<file path="src/rtl/fetch_stage.sv">
// Instruction fetch stage: drives a single-outstanding instruction memory
// port and fills the IF/ID pipeline register, with redirect, stall and flush.
module fetch_stage #(
    parameter logic [31:0] RESET_PC = 32'h0000_0000,
    parameter logic [31:0] NOP_INST = 32'h0000_0013
) (
    input  logic        clk,
    input  logic        reset,
    input  logic        stall_D,
    input  logic        flush_D,
    input  logic [1:0]  pc_SEL,
    input  logic [31:0] jalr_target,
    input  logic [31:0] br_target,
    output logic        imem_req,
    output logic [31:0] imem_addr,
    input  logic        imem_ack,
    input  logic [31:0] imem_rdata,
    output logic [31:0] inst_D,
    output logic [31:0] pc_D,
    output logic [31:0] pc4_D,
    output logic        valid_D,
    output logic [6:0]  opcode,
    output logic [2:0]  funct3,
    output logic [6:0]  funct7
);

    localparam int unsigned XLEN = 32;
    localparam logic [XLEN-1:0] PC_STEP = XLEN'(4);

    typedef enum logic [1:0] {
        IDLE  = 2'd0,
        FETCH = 2'd1,
        DRAIN = 2'd2,
        HOLD  = 2'd3
    } state_t;

    state_t          state;
    logic [XLEN-1:0] req_addr;
    logic [XLEN-1:0] pend_pc;
    logic [XLEN-1:0] hold_inst;
    logic [XLEN-1:0] hold_pc;

    logic            redirect;
    logic [XLEN-1:0] target;
    logic            ifid_load;
    logic [XLEN-1:0] load_inst;
    logic [XLEN-1:0] load_pc;

    // Redirect decode; JALR targets are forced halfword-aligned
    assign redirect = (pc_SEL == 2'b01) || (pc_SEL == 2'b11);
    assign target   = (pc_SEL == 2'b01) ? (jalr_target & 32'hFFFF_FFFE) : br_target;

    // Select what (if anything) is written into IF/ID this cycle
    always_comb begin
        ifid_load = 1'b0;
        load_inst = imem_rdata;
        load_pc   = req_addr;
        case (state)
            FETCH: begin
                if (imem_ack && !redirect && !stall_D) begin
                    ifid_load = 1'b1;
                end
            end
            HOLD: begin
                if (!redirect && !stall_D) begin
                    ifid_load = 1'b1;
                    load_inst = hold_inst;
                    load_pc   = hold_pc;
                end
            end
            default: begin
                ifid_load = 1'b0;
            end
        endcase
    end

    // Fetch FSM: request address, pending redirect, one-entry hold buffer
    always_ff @(posedge clk or posedge reset) begin
        if (reset) begin
            state     <= IDLE;
            req_addr  <= RESET_PC;
            pend_pc   <= '0;
            hold_inst <= '0;
            hold_pc   <= '0;
            imem_req  <= 1'b0;
        end else begin
            case (state)
                IDLE: begin
                    state    <= FETCH;
                    imem_req <= 1'b1;
                end
                FETCH: begin
                    if (redirect) begin
                        if (imem_ack) begin
                            req_addr <= target;
                        end else begin
                            pend_pc <= target;
                            state   <= DRAIN;
                        end
                    end else if (imem_ack) begin
                        if (stall_D) begin
                            hold_inst <= imem_rdata;
                            hold_pc   <= req_addr;
                            state     <= HOLD;
                            imem_req  <= 1'b0;
                        end else begin
                            req_addr <= req_addr + PC_STEP;
                        end
                    end
                end
                DRAIN: begin
                    if (redirect) begin
                        pend_pc <= target;
                    end
                    if (imem_ack) begin
                        req_addr <= redirect ? target : pend_pc;
                        state    <= FETCH;
                    end
                end
                HOLD: begin
                    if (redirect) begin
                        req_addr <= target;
                        state    <= FETCH;
                        imem_req <= 1'b1;
                    end else if (!stall_D) begin
                        req_addr <= hold_pc + PC_STEP;
                        state    <= FETCH;
                        imem_req <= 1'b1;
                    end
                end
                default: begin
                    state    <= IDLE;
                    imem_req <= 1'b0;
                end
            endcase
        end
    end

    // IF/ID register: flush beats stall, stall beats load
    always_ff @(posedge clk or posedge reset) begin
        if (reset) begin
            inst_D  <= NOP_INST;
            pc_D    <= '0;
            pc4_D   <= PC_STEP;
            valid_D <= 1'b0;
        end else if (flush_D) begin
            inst_D  <= NOP_INST;
            valid_D <= 1'b0;
        end else if (!stall_D && ifid_load) begin
            inst_D  <= load_inst;
            pc_D    <= load_pc;
            pc4_D   <= load_pc + PC_STEP;
            valid_D <= 1'b1;
        end
    end

    assign imem_addr = req_addr;
    assign opcode    = inst_D[6:0];
    assign funct3    = inst_D[14:12];
    assign funct7    = inst_D[31:25];

endmodule

</file>
<file path="config.mk">
export PLATFORM = sky130hd
export DESIGN_NAME = fetch_stage
export DESIGN_NICKNAME = d
export VERILOG_FILES = /design/src/rtl/fetch_stage.sv
export SDC_FILE = /design/constraint.sdc
export NUM_CORES = 1
export LEC_CHECK = 0
export CAP_MARGIN = 10
export CORE_MARGIN = 2
export CORE_UTILIZATION = 42
export DETAILED_ROUTE_END_ITERATION = 7
export MAX_ROUTING_LAYER = met4
export PLACE_DENSITY = 0.7
export SYNTH_ARGS = -nofsm -noshare
export SYNTH_HDL_FRONTEND = slang
export SYNTH_SLANG_ARGS = --single-unit
</file>
<file path="constraint.sdc">
create_clock -name clk -period 6.4 [get_ports clk]
set_clock_uncertainty 0.1 [all_clocks]
set_input_delay 0.64 -clock clk [delete_from_list [all_inputs] [get_ports clk]]
set_output_delay 0.64 -clock clk [all_outputs]
set_load 0.01 [all_outputs]
</file>
==> impl_summary.txt <==
----------------------------------------------------
[Timing]
  Final hold violation count ... 0
  TNS Setup ... 0 ns
  Worst slew margin ... 0.210
  Total count of max-transition violations in the final report ... 0
  FMAX ... 0.288 GHz
  Unrepaired setup endpoints after global routing ... no
  Time the worst path needs with I/O delays and setup ... 3.47 ns
  Final Setup Violations ... 0
  Worst hold slack after final layout ... 0.361 ns
  Measured slew at the worst slew-check pin ... 1.19 ns
  Share of the cycle needed by the critical path after routing ... 0.542

[Synth]
  Synth area leaders ... dfrtp_1 44%, nand2_1 7.1%, mux2i_1 6.3%, mux2_2 6.2%, o21ai_0 4.8%
  Most used standard cells in the synthesized netlist ... 238 x nand2_1, 222 x dfrtp_1, 121 x o21ai_0
  Combined area of all synthesized cells ... 12,600 um2
  Count of yosys warnings during synthesis ... 0
  Library cells used by synthesis ... 72
  Register area share after synthesis ... 0.450
  Main combinational cell family by area after synthesis ... simple AND/OR/NAND/NOR gates
  Post-synth EDFFs ... 0
  Primary flip-flop cell chosen by synthesis mapping ... dfrtp_1
  Cell type with the largest total area after synthesis ... dfrtp_1
  Synthesized-area fraction occupied by adder cells ... 0.00596
  Syn_area_per_cell ... 9.22 um2
  Synthesized-area fraction occupied by and/or/nand/nor cells ... 0.171
  Cell count after synthesis ... 1,365
  Xor and xnor area share after synthesis ... 0.0431
  Flip-flop and latch count after synthesis ... 226
  Total nets after synthesis ... 1,474
  Compound-cell area share of the yosys netlist ... 0.152
  Share of async-settable or async-resettable flops after synthesis ... 1.00
  Top cell type's share of synthesized area ... 0.441
  Most frequently used cell type in the post-synthesis netlist ... nand2_1
  Multiplexer share of the synthesized area ... 0.125

[Clocking]
  Root buffer cell ... clkbuf_16
  Count of clock tree sinks ... 226
  Clock-pin slew of the registers on the worst-case setup and hold paths ... 0.06 ns
  Clock tree from TritonCTS ... done
  Number of gates resized after cts ... 0
  Count of hold-fix buffers inserted at cts ... 0
  Number of buffers inserted to repair setup after CTS ... 0
  CTS H-tree depth ... 1
  CTS Buf Count ... 24
  Insertion delay to the later sink of the worst-skew pair ... 0.52 ns
  Number of buffers on the longest clock path ... 3

[Placement]
  Detail Placement HPWL ... 25,600 um
  Port bufs ... 248
  Final estimated routing congestion in global placement ... 0.902
  Dpl cells ... 1,884

[Worst hold path]
  Hold/Removal Path Class ... reg -> reg

[Layout]
  Post-synthesis to final-layout area growth ... 26.7%
  Final standard cell count with taps included and fillers excluded ... 1,928
  # nets final ... 1,629
  Number of antenna repair diodes ... 0
  Fraction of layout instances using a drive strength above 1 ... 0.0982
  Final standard cell utilization of the core ... 0.539
  # fillers ... 2,669

[GRT]
  Largest net degree at the start of global routing ... 179
  Number of antenna violations at the first check in global routing ... 0
  Congestion Overflow GR ... 0
  Global routing usage summed across all routing layers ... 0.236
  First-pass GRT wire length ... 57,500 um
  Via count of the first global-routing pass ... 10,139

[Run status]
  Outcome ... complete, no violations

[Pwr]
  Relative contribution of combinational cells to total power ... 0.400
  P_leak ... 6.48 nW
  Peak VDD IR ... 0.240 mV
  Sequential share of power ... 0.388
  Power per unit of standard cell area ... 442 nW/um2
  Switch share ... 0.388
  Internal Power ... 4.31 mW
  Total net switching power ... 2.74 mW
  Clock network fraction of total power ... 0.212

[Detailed routing]
  Number of remaining DRC errors ... 0
  Detail-routed net length per standard cell ... 19.0 um
  Drt initial violations ... 1,002
  Routed via count divided by cell count ... 5.65
  Drt total wl ... 36,700 um
  Vias after detailed routing ... 10,885
  Pre-Repair DR Iteration Count ... 5
  Antenna-violating nets left ... 0

[Setup path]
  Worst endpoint required time ... 6.69 ns
  Critical path endpoint category ... flop
  Category of the worst setup path launch point ... flop
  Worst EP arrival ... 3.76 ns
  Type of the setup path with the least slack ... reg -> reg
  Max Fanout on Critical Path ... 29

[Floorplanning]
  Cell row count ... 63
  Starting Density ... 0.426
  Floorplan core area ... 29,600 um2
  Die Y-Extent ... 177 um
  Die area ... 31,400 um2
  Top-level port count ... 250
  Die width ... 177 um

[Run]
  Number of max-cap violations ... 0

----------------------------------------------------
## sequential cells by signal, summed over array words and instances (netlist names)
register and count:
hold_inst 32, pc_D 32, imem_req 1, hold_pc 32
state 2, pend_pc 32, imem_addr 32, inst_D 32
valid_D 1, pc4_D 30
## cells by family (layout without fill, tap and decap cells)
| kind of cell | Yosys count | count (layout) |
|---|---|---|
| muxes | 148 | 148 |
| buffers and inverters | 148 | 321 |
| and+or+nand+nor | 470 | 470 |
| AOI/OAI and AO/OA | 305 | 305 |
| DFF | 226 | 226 |
| xor gates and xnor gates | 62 | 62 |
| adders and majority gates | 6 | 6 |
## area by class of cell
class	instances	area (um2)	area share
timing repair buffer	263	2600	0.163
clock inverter	8	118	0.00738
clock buffer	36	737	0.0462
inverter	14	56.3	0.00353
tap	390	488	0.0306
sequential	226	5660	0.355
multi-input combinational	991	6290	0.394
## power by group through the flow
| stage | Sequential [mW] | Clock, mW | Combinational [mW] |
|---|---|---|---|
| finish | 2.74 | 1.49 | 2.82 |
| global route | 2.83 | 1.59 | 3.09 |
| CTS | 2.72 | 1.53 | 2.82 |
| detailed placement | 2.74 | 0 | 2.81 |
| global placement | 2.71 | 0 | 2.76 |
| floorplan | 2.56 | 0 | 1.69 |
## critical path, stage by stage, from the launching register on
cell and delay [ns]:
dfrtp_1 0.46, ha_1 0.20, buf_4 0.33, or3b_2 0.75
nand2_1 0.18, nand2_1 0.08, ha_1 0.31, nor4b_1 0.19
a31o_2 0.30, nor3b_1 0.15, o21ai_0 0.17, o211ai_1 0.11
## final timing paths
| path | startpoint | cells after the start | slack (ns) | end |
|---|---|---|---|---|
| min in group asynchronous | reset | 3 | 0.56 | pc_D[17] |
| min reg2reg | pc4_D[2] | 2 | 0.36 | pc4_D[2] |
| max | state[0] | 11 | 2.93 | pc4_D[12] |
| max reg2reg | state[0] | 11 | 2.93 | pc4_D[12] |
| min | pc4_D[2] | 2 | 0.36 | pc4_D[2] |
| max in group asynchronous | reset | 4 | 4.49 | pc4_D[31] |
## cell usage in the layout (no fill, tap or decap), types with 30 or more instances in the layout
cell	count
a21oi_1	49
a311oi_1	30
clkdlybuf4s50_1	246
dfrtp_1	222
mux2_2	69
mux2i_1	79
nand2_1	238
nand3_1	47
nor2_1	77
o21ai_0	121
xor2_1	34
## stage by stage
stage,worst slack (ns),total power [mW],instance area [um2]
floorplan,2.71,4.25,12600
global placement,2.50,5.46,15100
detailed placement,2.45,5.55,15100
CTS,2.95,7.07,15900
global route,2.70,7.51,15900
finish,2.93,7.05,15900
## layer usage
layer	up-vias	GRT usage	share of wire
met5	-	-	0
met4	0	0.0675	0.027
met3	66	0.0320	0.073
met2	443	0.330	0.43
met1	5212	0.355	0.47
li1	5164	-	-
No activity file was read; power rests on OpenSTA's default activity.
